<file path="config.mk">
export PLATFORM = sky130hd
export DESIGN_NAME = lsu_pipe_flat
export DESIGN_NICKNAME = d
export VERILOG_FILES = /design/src/rtl/lsu_pkg.sv /design/src/rtl/lsu_pipe_if.sv /design/src/rtl/lsu_ld_fifo.sv /design/src/rtl/lsu_pipe.sv /design/src/flat_wrapper.sv
export SDC_FILE = /design/constraint.sdc
export NUM_CORES = 1
export LEC_CHECK = 0
export BUFFER_PORTS_ARGS = -buffer_cell sky130_fd_sc_hd__buf_4
export CAP_MARGIN = 20
export CORE_MARGIN = 1.5
export CORE_UTILIZATION = 25
export CTS_BUF_LIST = sky130_fd_sc_hd__clkbuf_8
export DETAILED_ROUTE_END_ITERATION = 10
export PLACE_DENSITY_LB_ADDON = 0.25
export REMOVE_ABC_BUFFERS = 1
export SYNTH_ARGS = -nofsm -noshare
export SYNTH_HDL_FRONTEND = slang
export SYNTH_SLANG_ARGS = --single-unit
</file>
<file path="constraint.sdc">
create_clock -name clk -period 2.43 [get_ports clk]
set_input_delay 0.3645 -clock clk [delete_from_list [all_inputs] [get_ports clk]]
set_output_delay 0.3645 -clock clk [all_outputs]
set_load 0.03 [all_outputs]
</file>
<file path="src/rtl/lsu_pkg.sv">
// Shared types and lane helpers for the load/store unit: op encodings, tracking entry,
// store lane steering, load alignment/extension and natural-alignment helpers.
package lsu_pkg;

   localparam int LSU_RD_W_MAX = 8;

   typedef enum logic [2:0] {
      LB  = 3'd0,
      LH  = 3'd1,
      LW  = 3'd2,
      LBU = 3'd4,
      LHU = 3'd5
   } load_op_t;

   typedef enum logic [1:0] {
      SB = 2'd0,
      SH = 2'd1,
      SW = 2'd2
   } store_op_t;

   typedef struct packed {
      logic [LSU_RD_W_MAX-1:0] rd;
      load_op_t                load_op;
      logic [1:0]              off;
   } lsu_ld_entry_t;

   function automatic logic ld_misaligned(load_op_t op, logic [1:0] off);
      case (op)
         LH, LHU: return off[0];
         LW:      return off != 2'b00;
         default: return 1'b0;
      endcase
   endfunction

   function automatic logic st_misaligned(store_op_t op, logic [1:0] off);
      case (op)
         SH:      return off[0];
         SW:      return off != 2'b00;
         default: return 1'b0;
      endcase
   endfunction

   // Low address bits rounded down to the access size.
   function automatic logic [1:0] ld_nat_off(load_op_t op, logic [1:0] off);
      case (op)
         LH, LHU: return {off[1], 1'b0};
         LW:      return 2'b00;
         default: return off;
      endcase
   endfunction

   function automatic logic [1:0] st_nat_off(store_op_t op, logic [1:0] off);
      case (op)
         SH:      return {off[1], 1'b0};
         SW:      return 2'b00;
         default: return off;
      endcase
   endfunction

   function automatic logic [3:0] st_mask(store_op_t op, logic [1:0] off);
      case (op)
         SB:      return 4'b0001 << off;
         SH:      return 4'b0011 << off;
         default: return 4'b1111;
      endcase
   endfunction

   function automatic logic [31:0] st_lanes(store_op_t op, logic [31:0] data);
      case (op)
         SB:      return {4{data[7:0]}};
         SH:      return {2{data[15:0]}};
         default: return data;
      endcase
   endfunction

   function automatic logic [31:0] ld_align(load_op_t op, logic [1:0] off, logic [31:0] word);
      logic [31:0] sh;
      sh = word >> {off, 3'b000};
      case (op)
         LB:      return {{24{sh[7]}}, sh[7:0]};
         LH:      return {{16{sh[15]}}, sh[15:0]};
         LBU:     return {24'h0, sh[7:0]};
         LHU:     return {16'h0, sh[15:0]};
         default: return sh;
      endcase
   endfunction

endpackage

</file>
<file path="src/rtl/lsu_pipe_if.sv">
// Execute/memory/writeback signal bundle of the load/store unit; slave = the LSU itself.
// Misalignment trap outputs exist only when LSU_MISALIGN_TRAP_EN is defined.
interface lsu_pipe_if #(
   parameter int XLEN = 32,
   parameter int RD_W = 4
);
   import lsu_pkg::*;

   logic            req_valid;
   logic            req_ready;
   logic            is_load_op;
   logic            is_store_op;
   load_op_t        load_op;
   store_op_t       store_op;
   logic [RD_W-1:0] rd;
   logic [XLEN-1:0] addr;
   logic [XLEN-1:0] write_data;
   logic            d_req_valid;
   logic            d_req_ready;
   logic [XLEN-1:0] d_addr;
   logic [3:0]      d_we;
   logic [XLEN-1:0] d_wr_data;
   logic            d_rsp_valid;
   logic [XLEN-1:0] d_rd_data;
   logic            ld_valid;
   logic [RD_W-1:0] ld_rd;
   logic [XLEN-1:0] ld_rd_data;
   logic            busy;
`ifdef LSU_MISALIGN_TRAP_EN
   logic            misalign_exc;
   logic [XLEN-1:0] misalign_addr;
`endif

   modport slave (
`ifdef LSU_MISALIGN_TRAP_EN
      output misalign_exc, misalign_addr,
`endif
      input  req_valid, is_load_op, is_store_op, load_op, store_op, rd, addr, write_data,
      input  d_req_ready, d_rsp_valid, d_rd_data,
      output req_ready, d_req_valid, d_addr, d_we, d_wr_data,
      output ld_valid, ld_rd, ld_rd_data, busy
   );

   modport master (
`ifdef LSU_MISALIGN_TRAP_EN
      input  misalign_exc, misalign_addr,
`endif
      output req_valid, is_load_op, is_store_op, load_op, store_op, rd, addr, write_data,
      output d_req_ready, d_rsp_valid, d_rd_data,
      input  req_ready, d_req_valid, d_addr, d_we, d_wr_data,
      input  ld_valid, ld_rd, ld_rd_data, busy
   );

endinterface

</file>
<file path="src/rtl/lsu_ld_fifo.sv">
// In-order tracking FIFO of outstanding loads; push ignored when full, pop ignored when empty.
module lsu_ld_fifo
   import lsu_pkg::*;
#(
   parameter int DEPTH = 2,
   parameter int CNT_W = $clog2(DEPTH + 1)
) (
   input  logic          clk,
   input  logic          rst,
   input  logic          push_i,
   input  lsu_ld_entry_t push_dat_i,
   input  logic          pop_i,
   output lsu_ld_entry_t head_o,
   output logic          full_o,
   output logic          empty_o,
   output logic [CNT_W-1:0] count_o
);

   localparam int PTR_W = (DEPTH > 1) ? $clog2(DEPTH) : 1;

   lsu_ld_entry_t    mem_q [DEPTH];
   logic [PTR_W-1:0] wr_ptr_q, wr_ptr_d;
   logic [PTR_W-1:0] rd_ptr_q, rd_ptr_d;
   logic [CNT_W-1:0] count_q, count_d;
   logic             do_push, do_pop;

   function automatic logic [PTR_W-1:0] ptr_inc(logic [PTR_W-1:0] p);
      return (p == PTR_W'(DEPTH - 1)) ? '0 : p + 1'b1;
   endfunction

   assign full_o  = (count_q == CNT_W'(DEPTH));
   assign empty_o = (count_q == '0);
   assign count_o = count_q;
   assign head_o  = mem_q[rd_ptr_q];
   assign do_push = push_i & ~full_o;
   assign do_pop  = pop_i & ~empty_o;

   always_comb begin
      wr_ptr_d = wr_ptr_q;
      rd_ptr_d = rd_ptr_q;
      count_d  = count_q;
      if (do_push) wr_ptr_d = ptr_inc(wr_ptr_q);
      if (do_pop)  rd_ptr_d = ptr_inc(rd_ptr_q);
      case ({do_push, do_pop})
         2'b10:   count_d = count_q + 1'b1;
         2'b01:   count_d = count_q - 1'b1;
         default: count_d = count_q;
      endcase
   end

   always_ff @(posedge clk or posedge rst) begin
      if (rst) begin
         wr_ptr_q <= '0;
         rd_ptr_q <= '0;
         count_q  <= '0;
      end else begin
         wr_ptr_q <= wr_ptr_d;
         rd_ptr_q <= rd_ptr_d;
         count_q  <= count_d;
      end
   end

   // Storage needs no reset: occupancy alone decides what is valid.
   always_ff @(posedge clk) begin
      if (do_push) mem_q[wr_ptr_q] <= push_dat_i;
   end

endmodule

</file>
<file path="src/rtl/lsu_pipe.sv">
// Load/store unit: combinational issue to memory, in-order load tracking, registered writeback.
// LSU_MISALIGN_TRAP_EN: misaligned accesses are consumed and trapped instead of force-aligned.
module lsu_pipe
   import lsu_pkg::*;
#(
   parameter int XLEN            = 32,
   parameter int RD_W            = 4,
   parameter int MAX_OUTSTANDING = 2
) (
   input  logic     clk,
   input  logic     rst,
   lsu_pipe_if.slave bus
);

   localparam int CNT_W = $clog2(MAX_OUTSTANDING + 1);

   logic [1:0]       off;
   logic             excluded;
   logic             fifo_full, fifo_empty, push, pop;
   logic [CNT_W-1:0] fifo_count;
   lsu_ld_entry_t    push_ent, head_ent;
   logic             ld_valid_q, ld_valid_d;
   logic [RD_W-1:0]  ld_rd_q, ld_rd_d;
   logic [XLEN-1:0]  ld_rd_data_q, ld_rd_data_d;

   assign off = bus.addr[1:0];

`ifdef LSU_MISALIGN_TRAP_EN
   logic            misalign_exc_q;
   logic [XLEN-1:0] misalign_addr_q;

   assign excluded = (bus.is_load_op  & ld_misaligned(bus.load_op, off))
                   | (bus.is_store_op & st_misaligned(bus.store_op, off));

   always_ff @(posedge clk or posedge rst) begin
      if (rst) begin
         misalign_exc_q  <= 1'b0;
         misalign_addr_q <= '0;
      end else begin
         misalign_exc_q <= bus.req_valid & excluded;
         if (bus.req_valid & excluded) misalign_addr_q <= bus.addr;
      end
   end

   assign bus.misalign_exc  = misalign_exc_q;
   assign bus.misalign_addr = misalign_addr_q;
`else
   assign excluded = 1'b0;
`endif

   // Excluded accesses are consumed locally; loads stall on a full tracker with no pop bypass.
   assign bus.d_req_valid = bus.req_valid & ~excluded & (bus.is_store_op | ~fifo_full);
   assign bus.req_ready   = excluded | (bus.d_req_ready & (bus.is_store_op | ~fifo_full));
   assign bus.d_addr      = {bus.addr[XLEN-1:2], 2'b00};
   assign bus.d_we        = bus.is_store_op ? st_mask(bus.store_op, st_nat_off(bus.store_op, off))
                                            : 4'b0000;
   assign bus.d_wr_data   = st_lanes(bus.store_op, bus.write_data);

   assign push = bus.req_valid & bus.is_load_op & bus.d_req_ready & ~fifo_full & ~excluded;
   assign pop  = bus.d_rsp_valid & ~fifo_empty;

   always_comb begin
      push_ent         = '0;
      push_ent.rd      = LSU_RD_W_MAX'(bus.rd);
      push_ent.load_op = bus.load_op;
      push_ent.off     = ld_nat_off(bus.load_op, off);
   end

   lsu_ld_fifo #(.DEPTH(MAX_OUTSTANDING)) u_ld_fifo (
      .clk        (clk),
      .rst        (rst),
      .push_i     (push),
      .push_dat_i (push_ent),
      .pop_i      (pop),
      .head_o     (head_ent),
      .full_o     (fifo_full),
      .empty_o    (fifo_empty),
      .count_o    (fifo_count)
   );

   always_comb begin
      ld_valid_d   = pop;
      ld_rd_d      = ld_rd_q;
      ld_rd_data_d = ld_rd_data_q;
      if (pop) begin
         ld_rd_d      = RD_W'(head_ent.rd);
         ld_rd_data_d = ld_align(head_ent.load_op, head_ent.off, bus.d_rd_data);
      end
   end

   always_ff @(posedge clk or posedge rst) begin
      if (rst) begin
         ld_valid_q   <= 1'b0;
         ld_rd_q      <= '0;
         ld_rd_data_q <= '0;
      end else begin
         ld_valid_q   <= ld_valid_d;
         ld_rd_q      <= ld_rd_d;
         ld_rd_data_q <= ld_rd_data_d;
      end
   end

   assign bus.ld_valid   = ld_valid_q;
   assign bus.ld_rd      = ld_rd_q;
   assign bus.ld_rd_data = ld_rd_data_q;
   assign bus.busy       = (fifo_count != '0);

endmodule

</file>
<file path="src/flat_wrapper.sv">
// flat-port wrapper written by rule: the top's interface ports become plain ports
module lsu_pipe_flat import lsu_pkg::*;
#(
   parameter int XLEN            = 32,
   parameter int RD_W            = 4,
   parameter int MAX_OUTSTANDING = 2
)
  (clk, rst, bus_req_valid, bus_is_load_op, bus_is_store_op, bus_load_op, bus_store_op, bus_rd, bus_addr, bus_write_data, bus_d_req_ready, bus_d_rsp_valid, bus_d_rd_data, bus_req_ready, bus_d_req_valid, bus_d_addr, bus_d_we, bus_d_wr_data, bus_ld_valid, bus_ld_rd, bus_ld_rd_data, bus_busy);
  lsu_pipe_if #(.XLEN(XLEN), .RD_W(RD_W)) bus_i ();
  input  logic clk;
  input  logic rst;
  input wire logic [$bits(bus_i.req_valid)-1:0] bus_req_valid;
  input wire logic [$bits(bus_i.is_load_op)-1:0] bus_is_load_op;
  input wire logic [$bits(bus_i.is_store_op)-1:0] bus_is_store_op;
  input wire logic [$bits(bus_i.load_op)-1:0] bus_load_op;
  input wire logic [$bits(bus_i.store_op)-1:0] bus_store_op;
  input wire logic [$bits(bus_i.rd)-1:0] bus_rd;
  input wire logic [$bits(bus_i.addr)-1:0] bus_addr;
  input wire logic [$bits(bus_i.write_data)-1:0] bus_write_data;
  input wire logic [$bits(bus_i.d_req_ready)-1:0] bus_d_req_ready;
  input wire logic [$bits(bus_i.d_rsp_valid)-1:0] bus_d_rsp_valid;
  input wire logic [$bits(bus_i.d_rd_data)-1:0] bus_d_rd_data;
  output wire logic [$bits(bus_i.req_ready)-1:0] bus_req_ready;
  output wire logic [$bits(bus_i.d_req_valid)-1:0] bus_d_req_valid;
  output wire logic [$bits(bus_i.d_addr)-1:0] bus_d_addr;
  output wire logic [$bits(bus_i.d_we)-1:0] bus_d_we;
  output wire logic [$bits(bus_i.d_wr_data)-1:0] bus_d_wr_data;
  output wire logic [$bits(bus_i.ld_valid)-1:0] bus_ld_valid;
  output wire logic [$bits(bus_i.ld_rd)-1:0] bus_ld_rd;
  output wire logic [$bits(bus_i.ld_rd_data)-1:0] bus_ld_rd_data;
  output wire logic [$bits(bus_i.busy)-1:0] bus_busy;
  assign bus_i.req_valid = bus_req_valid;
  assign bus_i.is_load_op = bus_is_load_op;
  assign bus_i.is_store_op = bus_is_store_op;
  assign bus_i.load_op = bus_load_op;
  assign bus_i.store_op = bus_store_op;
  assign bus_i.rd = bus_rd;
  assign bus_i.addr = bus_addr;
  assign bus_i.write_data = bus_write_data;
  assign bus_i.d_req_ready = bus_d_req_ready;
  assign bus_i.d_rsp_valid = bus_d_rsp_valid;
  assign bus_i.d_rd_data = bus_d_rd_data;
  assign bus_req_ready = bus_i.req_ready;
  assign bus_d_req_valid = bus_i.d_req_valid;
  assign bus_d_addr = bus_i.d_addr;
  assign bus_d_we = bus_i.d_we;
  assign bus_d_wr_data = bus_i.d_wr_data;
  assign bus_ld_valid = bus_i.ld_valid;
  assign bus_ld_rd = bus_i.ld_rd;
  assign bus_ld_rd_data = bus_i.ld_rd_data;
  assign bus_busy = bus_i.busy;
  lsu_pipe #(.XLEN(XLEN), .RD_W(RD_W), .MAX_OUTSTANDING(MAX_OUTSTANDING)) u_core (.clk(clk), .rst(rst), .bus(bus_i));
endmodule
</file>
==> summary.md, run 1 <==
| Metric | Value |
|---|---|
| Worst setup path class | `in -> out` |
| Most common cell in the netlist | `nand2_1` |
| # setup viols final | `0` |
| Starting DRT DRC Count | `181` |
| Crit Path Max Fanout | `4` |
| Int Pwr | `3.003 mW` |
| Crit-path slowest cell | `ha_1` |
| Worst clock skew | `9.435 ps` |
| Worst slack, placed | `401.2 ps` |
| Pleak | `2.393 nW` |
| I/O Buffers | `157` |
| Syn Area/Cell | `9.730 um^2` |
| Outcome | `finished clean` |
| Dpl hpwl | `8961 um` |
| Crit. End Element | `output port` |
| Slew @ Worst Pin | `548.3 ps` |
| Cts hold-fix bufs | `0` |
| Core area | `13830 um^2` |
| Placer Congestion | `0.8373` |
| Yosys top cell by area | `dfrtp_1` |
| Sequential power share | `31.0%` |
| Netlist cell types | `41` |
| Worst Path Required | `2070 ps` |
| Die area | `14810 um^2` |
| Logic pwr share | `51.2%` |
| Post-synthesis sequential area ratio | `44.48%` |
| Ys flop type | `dfrtp_1` |
| Worst-path clk slew | `70 ps` |
| Critical Path AT | `1680 ps` |
| Net switching power | `2.223 mW` |
| IO Pins | `220` |
| Post-synth EDFFs | `18` |
| Maximum VDD drop | `0.0002793 V` |
| Root buffer cell | `clkbuf_8` |
| Period utilization | `84.16%` |
| F_max | `489.0 MHz` |
| Clk_lat worst skew | `340 ps` |
| CTS Buf Count | `9` |
| Crit-path leading delay family | `adder cells` |
| Post-Synthesis Cells | `362` |
| Vias | `3140` |
| Fin crit period | `2045 ps` |
| Ratio of total power to cell area | `1074 nW/um^2` |
| GRT Util Overall | `15.14%` |
| Layout Cells excl Fill | `670` |
| Synth Register Bits | `59` |
| CTS resizes | `0` |
| RSZ-0062 raised after global routing | `no` |
| Final setup margin | `385.0 ps` |
| Worst setup SP type | `primary input` |
| Sw Share | `42.54%` |
| Initial antenna violation count | `0` |
| Async SR Flop Fraction | `69.49%` |
| ANT nets after route | `0` |
| Worst path cell trace | `buf_4 > inv_1 > ha_1 > nor2b_1 > mux2_2 > a221oi_1 > nor2b_1 > buf_4` |
| Setup_tns | `0 ps` |
| Slew Viols, Final | `0` |
| Dpl cells | `654` |
| Setup Fix Bufs, Post-CTS | `0` |
| Pre-antenna DRT Iters | `4` |
| Synth warn | `0` |
| CTS sink cnt | `59` |
| Vert. Die Dim | `121.7 um` |
| Max-cap viol count | `0` |
| Cell Area, Synth | `3522 um^2` |
| Share of layout cells above drive strength 1 | `40.82%` |
| Buffers & Inverters on Critical Path | `3` |
| Layout overhead on the synthesized area | `38.19%` |
| # rows | `43` |
| Bufs on Longest Clock Path | `2` |
| Final nets | `600` |
| Max-slew headroom | `63.45%` |
| Clock power share | `17.8%` |
| Final-report hold violation count | `0` |
| CTS tree | `done` |
| Hold WC Path Type | `in -> async` |
| Vias per inst | `4.687` |
| Final core occ | `35.20%` |
| DIE WIDTH | `121.7 um` |
| Largest net degree at the start of global routing | `42` |
| Top post-synthesis cells by area | `dfrtp_1 29%, edfxtp_1 15%, buf_4 8.7%` |
| WHS | `159.1 ps` |
| Total grt overflow | `0` |
| ANT cells | `0` |
| Synth cell count leaders | `78 x nand2_1, 41 x buf_4, 41 x dfrtp_1, 29 x mux2i_1, 18 x edfxtp_1` |
| Number of global-route vias before repair | `3098` |
| CP max stage delay | `330 ps` |
| Drc violations | `0` |
| Top cell type's share of synthesized area | `29.13%` |
| Total wire length | `11350 um` |
| Average wire per standard cell | `16.94 um` |
| H-tree depth | `3` |
| First-pass GRT wire length | `17070 um` |
| Initial core utilization | `25.47%` |
## cells in the final DEF (no fill, tap or decap), types with 2 or more instances in the layout
cell type / Yosys / routed
buf_4: 41 / 169
nand2_1: 78 / 78
dfrtp_1: 41 / 41
mux2i_1: 29 / 29
edfxtp_1: 18 / 18
a22oi_1: 16 / 16
nor2_1: 15 / 15
o211ai_1: 14 / 14
clkbuf_8: 0 / 12
mux2_2: 10 / 10
a22o_1: 10 / 10
inv_1: 8 / 9
a21oi_1: 9 / 9
nand3_1: 7 / 7
a2bb2oi_1: 7 / 7
nor2b_1: 5 / 5
o21a_1: 4 / 4
xnor2_1: 3 / 3
nand2b_1: 3 / 3
ha_1: 3 / 3
nor3_1: 2 / 2
xor2_1: 2 / 2
o211ai_2: 2 / 2
conb_1: 1 / 2
## through the flow
step                      area (um^2)  total power [mW]
after CTS                        4867             5.298
after global placement           4659             4.321
after floorplan                  3146             3.242
final                            4867             5.226
after global routing             4867             5.549
after detailed placement         4659             4.350
## power groups by stage
| stage | combinational (mW) | clock (mW) | sequential [mW] |
|---|---|---|---|
| 2_1_floorplan | 1.03 | 0 | 2.21 |
| 3_3_place_gp | 2.68 | 0 | 1.64 |
| 3_5_place_dp | 2.71 | 0 | 1.64 |
| 4_1_cts | 2.71 | 0.958 | 1.63 |
| 5_1_grt | 2.88 | 1.00 | 1.67 |
| 6_report | 2.67 | 0.931 | 1.62 |
## state kept, by name, indices dropped and copies added (netlist names)
name	flops
u_core.bus.ld_rd_data	32
u_core.u_ld_fifo.wr_ptr_q	1
u_core.bus.ld_valid	1
u_core.bus.ld_rd	4
u_core.u_ld_fifo.count_o	2
u_core.u_ld_fifo.rd_ptr_q	1
u_core.u_ld_fifo.mem_q	18
## final timing paths
| path | end | cells past startpoint | startpoint | slack, ps |
|---|---|---|---|---|
| setup / recovery | bus_d_we[2] | 8 | bus_store_op[1] | 380 |
| hold / removal | u_core.bus.ld_rd_data[3]$_DFFE_PP0P_ | 3 | rst | 160 |
| max in group asynchronous | u_core.u_ld_fifo.count_o[0]$_DFFE_PP0P_ | 3 | rst | 1890 |
| setup reg to reg | u_core.bus.ld_rd_data[19]$_DFFE_PP0P_ | 6 | u_core.u_ld_fifo.rd_ptr_q$_DFFE_PP0P_ | 420 |
| min in group clk | u_core.u_ld_fifo.mem_q[0][8]$_DFFE_PP_ | 1 | bus_rd[3] | 210 |
| hold reg to reg | u_core.bus.ld_rd_data[2]$_DFFE_PP0P_ | 2 | u_core.bus.ld_rd_data[2]$_DFFE_PP0P_ | 480 |
## cells by family (layout without fill, tap and decap cells)
| family | after synthesis | count (layout) | synth area share [%] |
|---|---|---|---|
| compound gates | 70 | 70 | 15.45 |
| other cells | 1 | 2 | 0.1065 |
| flops | 59 | 59 | 44.48 |
| simple gates | 117 | 117 | 13.93 |
| xor+xnor | 5 | 5 | 1.244 |
| buf+inv | 67 | 194 | 11.65 |
| fa+ha+maj | 3 | 3 | 1.066 |
| mux | 40 | 40 | 12.08 |
## per-layer routing
layer  GRT usage [%]  part of all wire, %  routed length (um)  vias up
met4           3.750                  1.2                 138        2
li1                -                    -                   -     1478
met2           22.49                   45                5079      163
met5           4.514                 0.54                  61        -
met3           6.976                  9.9                1122       16
met1           19.57                   44                4948     1481
## area by class of cell
cell class,count,area (um^2)
Clock buffer,12,165.2
Clock inverter,4,42.54
Fill cell,1436,8960
Inverter,8,30.03
Multi-Input combinational cell,237,1549
Sequential cell,59,1567
Tap cell,180,225.2
Timing Repair Buffer,170,1289
## worst min-delay path: cells and delay by family
family | cells | cell delay (ps)
buf+inv | 3 | 590
Power figures use the tool's default switching activity.
==> run 2: changes to the inputs <==
clock period = 1.8 ns   (was 2.43 ns; I/O delays follow)
==> summary.md, run 2 (synthesized netlist as in run 1, its figures left out) <==
| Metric | Value |
|---|---|
| Largest net degree at the start of global routing | `30` |
| Max reg flops | `32` |
| CP endpoint | `u_core.bus.ld_rd_data[20]$_DFFE_PP0P_` |
| DP Area | `4737 um^2` |
| Total wire length | `11700 um` |
| CTS sink cnt | `59` |
| Clock power share | `20.5%` |
| Final-report hold violation count | `0` |
| Max-cap viol count | `0` |
| Vert. Die Dim | `121.7 um` |
| Total grt overflow | `0` |
| ANT cells | `0` |
| Die area | `14810 um^2` |
| Crit-path leading delay family | `compound AO/OA/AOI/OAI gates` |
| Starting DRT DRC Count | `126` |
| DIE WIDTH | `121.7 um` |
| Final nets | `619` |
| Slew @ Worst Pin | `668.6 ps` |
| Worst setup SP type | `register` |
| Sequential power share | `28.2%` |
| Register-to-Register Path Depth | `7` |
| CP Depth | `7` |
| Crit-path slowest cell | `dfrtp_2` |
| RSZ-0062 raised after global routing | `yes` |
| Total Power | `7.701 mW` |
| Buffers & Inverters on Critical Path | `2` |
| Dpl cells | `661` |
| I/O Buffers | `157` |
| End of the worst register-to-register path | `u_core.bus.ld_rd_data[20]$_DFFE_PP0P_` |
| H-tree depth | `3` |
| GRT Util Overall | `15.26%` |
| Vias per inst | `4.647` |
| F_max | `558.2 MHz` |
| Min-delay src | `bus_rd[3]` |
| Clk_lat worst skew | `340 ps` |
| Sw Share | `40.44%` |
| Ratio of total power to cell area | `1477 nW/um^2` |
| Period utilization | `99.53%` |
| Net switching power | `3.115 mW` |
| Commonest non-fill, non-tap cells in the layout | `181 x buf_4, 72 x nand2_1, 40 x dfrtp_1, 26 x mux2i_1, 18 x edfxtp_1` |
| Logic pwr share | `51.3%` |
| Initial core utilization | `25.47%` |
| Worst path cell trace | `mux2i_4 > buf_12 > mux2i_4 > a2111oi_4 > a21oi_4 > buf_12 > o211ai_1` |
| Final core occ | `37.72%` |
| Layout Cells excl Fill | `689` |
| Maximum VDD drop | `0.0004203 V` |
| Initial antenna violation count | `0` |
| Layout overhead on the synthesized area | `48.06%` |
| Int Pwr | `4.586 mW` |
| Worst Path Required | `2050 ps` |
| CP max stage delay | `440 ps` |
| Outcome | `finished clean` |
| Pre-antenna DRT Iters | `4` |
| # rows | `43` |
| Worst-path clk slew | `70 ps` |
| GR peak layer | `met2` |
| Critical Path AT | `2040 ps` |
| Number of global-route vias before repair | `3167` |
| M1 GR Usage | `19.71%` |
| Average wire per standard cell | `16.98 um` |
| Worst setup path class | `reg -> reg` |
| Vias | `3202` |
| Placer Congestion | `0.8028` |
| ANT nets after route | `0` |
| CTS Buf Count | `9` |
| Bufs on Longest Clock Path | `2` |
| GR Util met2 | `22.95%` |
| Fin crit period | `1792 ps` |
| Final Instance Area | `5215 um^2` |
| Pleak | `2.535 nW` |
| Drc violations | `0` |
| Crit Path Max Fanout | `8` |
| Reg2reg start | `u_core.u_ld_fifo.rd_ptr_q$_DFFE_PP0P_` |
| Dpl hpwl | `9032 um` |
| CTS tree | `done` |
| First-pass GRT wire length | `17250 um` |
| Core area | `13830 um^2` |
| Critical Path Source | `u_core.u_ld_fifo.rd_ptr_q$_DFFE_PP0P_` |
| Crit. End Element | `register` |
| Share of layout cells above drive strength 1 | `45.97%` |
| Most common cell after layout, fill and taps aside | `buf_4` |
| Worst clock skew | `12.58 ps` |
| Root buffer cell | `clkbuf_8` |
| # setup viols final | `0` |
| Worst reg2reg setup slack | `8 ps` |
| IO Pins | `220` |
| M3 GR Usage | `6.788%` |
| Max-slew headroom | `55.15%` |
| Filler Cell Count | `1382` |
| Hold WC Path Type | `in -> reg` |
| Slew Viols, Final | `0` |
-- run 2: changes by cell type in the layout (fill, tap and decap cells not counted), moves of 2 or more --
cell	change
clkbuf_16	+2
clkinv_1	+2
buf_4	+12
mux2i_1	-3
inv_1	-2
mux2i_2	+2
buf_12	+3
bufinv_16	+3
nand2_1	-6
nand2_2	+6
clkbuf_8	-3
-- run 2: layer usage --
layer,wire length (um),share of wire (%),vias up
met5,61,0.52,-
met1,5163,44,1502
met3,1155,9.9,10
met4,88,0.75,2
li1,-,-,1518
met2,5231,45,170
-- run 2: layout make-up --
class                   count  area [um^2]  area share (%)
flip-flops and latches     59         1568           30.06
clock inverters             7        131.4           2.519
multi-input cells         237         1627           31.19
repair buffers            189         1510           28.96
inverters                   8        30.03          0.5758
clock buffers               9        123.9           2.375
well taps                 180        225.2           4.319
-- run 2: metrics by stage --
stage	setup slack (ps)	hold WS, ps	setup TNS, ps
detailed placement	-76.56	320.2	-482.9
finish	8.373	122.9	0
floorplan	-1136	368.9	-37840
global placement	-1.332	317.0	-1.332
global route	-51.34	104.8	-534.3
CTS	10.46	108.8	0
-- run 2: what timing repair did --
action	CTS	global route
hold buffers	1	0
gates cloned	0	2
buffers inserted	4	6
pin swaps	2	4
endpoints found under the setup margin	15	36
endpoints found under the hold margin	16	0
resized for setup	2	19
-- run 2: power by group through the flow --
| stage | Clock (mW) | Combinational (mW) | Sequential (mW) |
|---|---|---|---|
| 3_3_place_gp | 0 | 3.72 | 2.19 |
| 2_1_floorplan | 0 | 1.39 | 2.98 |
| 3_5_place_dp | 0 | 3.75 | 2.20 |
| 4_1_cts | 1.61 | 3.80 | 2.17 |
| 6_report | 1.58 | 3.95 | 2.17 |
| 5_1_grt | 1.66 | 4.24 | 2.23 |
-- run 2: worst min-delay path by stage --
stage / slack (ps) / endpoint / cells after the start
detailed placement: 320 / u_core.bus.ld_rd_data[5]$_DFFE_PP0P_ / 2
floorplan: 370 / u_core.u_ld_fifo.mem_q[0][2]$_DFFE_PP_ / 0
CTS: 110 / u_core.u_ld_fifo.mem_q[1][5]$_DFFE_PP_ / 1
global route: 100 / u_core.u_ld_fifo.mem_q[0][8]$_DFFE_PP_ / 1
global placement: 320 / u_core.bus.ld_rd_data[5]$_DFFE_PP0P_ / 2
finish: 120 / u_core.u_ld_fifo.mem_q[1][8]$_DFFE_PP_ / 1
-- run 2: worst reg2reg max path: cells and delay by family (launching register included) --
kind / cells / cell delay (ps)
flops: 1 / 440
mux: 2 / 400
buf+inv: 2 / 300
compound gates: 3 / 570
==> run 3: changes to the inputs <==
CORE_ASPECT_RATIO = 0.9   (was unset)
==> summary.md, run 3 (synthesized netlist as in run 1, its figures left out) <==
| Metric | Value |
|---|---|
| Final nets | `626` |
| Largest net degree at the start of global routing | `41` |
| Average wire per standard cell | `16.34 um` |
| Outcome | `finished clean` |
| Worst Path Required | `2060 ps` |
| Bufs on Longest Clock Path | `2` |
| Dpl hpwl | `8703 um` |
| Final-report hold violation count | `0` |
| Final core occ | `39.14%` |
| Most common cell after layout, fill and taps aside | `buf_4` |
| Pre-antenna DRT Iters | `4` |
| Vias | `3253` |
| Layout Cells excl Fill | `705` |
| Worst clock skew | `10.13 ps` |
| Drc violations | `0` |
| Die area | `14810 um^2` |
| Max reg flops | `32` |
| Commonest non-fill, non-tap cells in the layout | `187 x buf_4, 75 x nand2_1, 40 x dfrtp_1, 20 x mux2i_1, 18 x edfxtp_1` |
| Slew @ Worst Pin | `785.1 ps` |
| Worst setup path class | `reg -> reg` |
| Crit-path leading delay family | `compound AO/OA/AOI/OAI gates` |
| Total wire length | `11520 um` |
| Register-to-Register Path Depth | `7` |
| Max-slew headroom | `47.34%` |
| Worst path cell trace | `mux2i_4 > buf_6 > a21oi_1 > a2111oi_4 > a21oi_4 > buf_12 > o211ai_1` |
| Core area | `13560 um^2` |
| Slew Viols, Final | `0` |
| Dpl cells | `679` |
| ANT cells | `0` |
| Critical Path AT | `2000 ps` |
| Fin crit period | `1744 ps` |
| ANT nets after route | `0` |
| Clk_lat worst skew | `350 ps` |
| # setup viols final | `0` |
| CTS sink cnt | `59` |
| Int Pwr | `4.192 mW` |
| Worst hold stages | `1` |
| RSZ-0062 raised after global routing | `yes` |
| Buffers & Inverters on Critical Path | `2` |
| DIE WIDTH | `128.1 um` |
| Logic pwr share | `57.5%` |
| CTS tree | `done` |
| F_max | `573.3 MHz` |
| Hold WC Path Type | `in -> reg` |
| Vias per inst | `4.614` |
| Layout overhead on the synthesized area | `50.73%` |
| Sw Share | `43.35%` |
| GRT Util Overall | `15.49%` |
| Ratio of total power to cell area | `1394 nW/um^2` |
| Final setup margin | `55.65 ps` |
| Clock power share | `13.3%` |
| # rows | `40` |
| Maximum VDD drop | `0.0005040 V` |
| Initial antenna violation count | `0` |
| Worst slack, placed | `-315.2 ps` |
| H-tree depth | `3` |
| Max-cap viol count | `0` |
| CP Depth | `7` |
| Vert. Die Dim | `115.6 um` |
| Net switching power | `3.207 mW` |
| CP max stage delay | `410 ps` |
| Pleak | `2.550 nW` |
| Total grt overflow | `0` |
| Number of global-route vias before repair | `3217` |
| Starting DRT DRC Count | `229` |
| Crit. End Element | `register` |
| WHS | `108.9 ps` |
| Placer Congestion | `0.8122` |
| Share of layout cells above drive strength 1 | `49.61%` |
| Total Power | `7.398 mW` |
| IO Pins | `220` |
| Crit-path slowest cell | `dfrtp_2` |
| Crit Path Max Fanout | `9` |
| Initial core utilization | `25.97%` |
| Root buffer cell | `clkbuf_8` |
| Worst setup SP type | `register` |
| I/O Buffers | `157` |
| Worst-path clk slew | `70 ps` |
| Sequential power share | `29.3%` |
| Period utilization | `96.91%` |
| CTS Buf Count | `9` |
| First-pass GRT wire length | `17430 um` |
-- run 3: routing by layer --
metal	track usage, %	up-vias	wire length, um
li1	-	1534	-
met1	19.30	1539	4975
met2	23.84	168	5173
met3	8.680	10	1243
met4	2.022	2	55
met5	3.268	-	69
-- run 3: repair_timing --
action | 4_1_cts | 5_1_grt
endpoints found under the setup margin | 31 | 49
pin swaps | 1 | 4
gates cloned | 1 | 1
resized for setup | 22 | 30
buffers inserted | 5 | 2
endpoints found under the hold margin | 20 | 0
hold buffers | 1 | 0
-- run 3: worst paths after layout --
path	from	end	slack (ps)
setup / recovery	u_core.u_ld_fifo.rd_ptr_q$_DFFE_PP0P_	u_core.bus.ld_rd_data[22]$_DFFE_PP0P_	60
hold / removal	bus_rd[0]	u_core.u_ld_fifo.mem_q[0][5]$_DFFE_PP_	110
setup reg to reg	u_core.u_ld_fifo.rd_ptr_q$_DFFE_PP0P_	u_core.bus.ld_rd_data[22]$_DFFE_PP0P_	60
hold reg to reg	u_core.bus.ld_rd_data[3]$_DFFE_PP0P_	u_core.bus.ld_rd_data[3]$_DFFE_PP0P_	480
max in group asynchronous	rst	u_core.u_ld_fifo.rd_ptr_q$_DFFE_PP0P_	650
min in group asynchronous	rst	u_core.bus.ld_valid$_DFF_PP0_	540
-- run 3: metrics by stage --
stage | instance area, um^2 | setup TNS, ps
after CTS | 5136 | -7.455
after floorplan | 3146 | -37840
final | 5309 | 0
after global placement | 4778 | -4101
after detailed placement | 4778 | -5620
after global routing | 5309 | -287.2
-- run 3: area by class of cell --
cell class | count | area (um^2)
clock inverter | 7 | 31.28
clock buffer | 9 | 123.9
sequential | 59 | 1568
timing repair buffer | 196 | 1568
fill | 1369 | 8254
inverter | 8 | 30.03
multi-input combinational | 237 | 1752
tap | 189 | 236.5
-- run 3: power groups by stage --
stage                     combinational, mW  clock [mW]  sequential (mW)
after floorplan                        1.39           0             2.98
after global placement                 3.77           0             2.17
after detailed placement               3.81           0             2.18
after CTS                              4.08        1.01             2.16
after global routing                   4.53        1.09             2.22
final                                  4.25       0.981             2.17
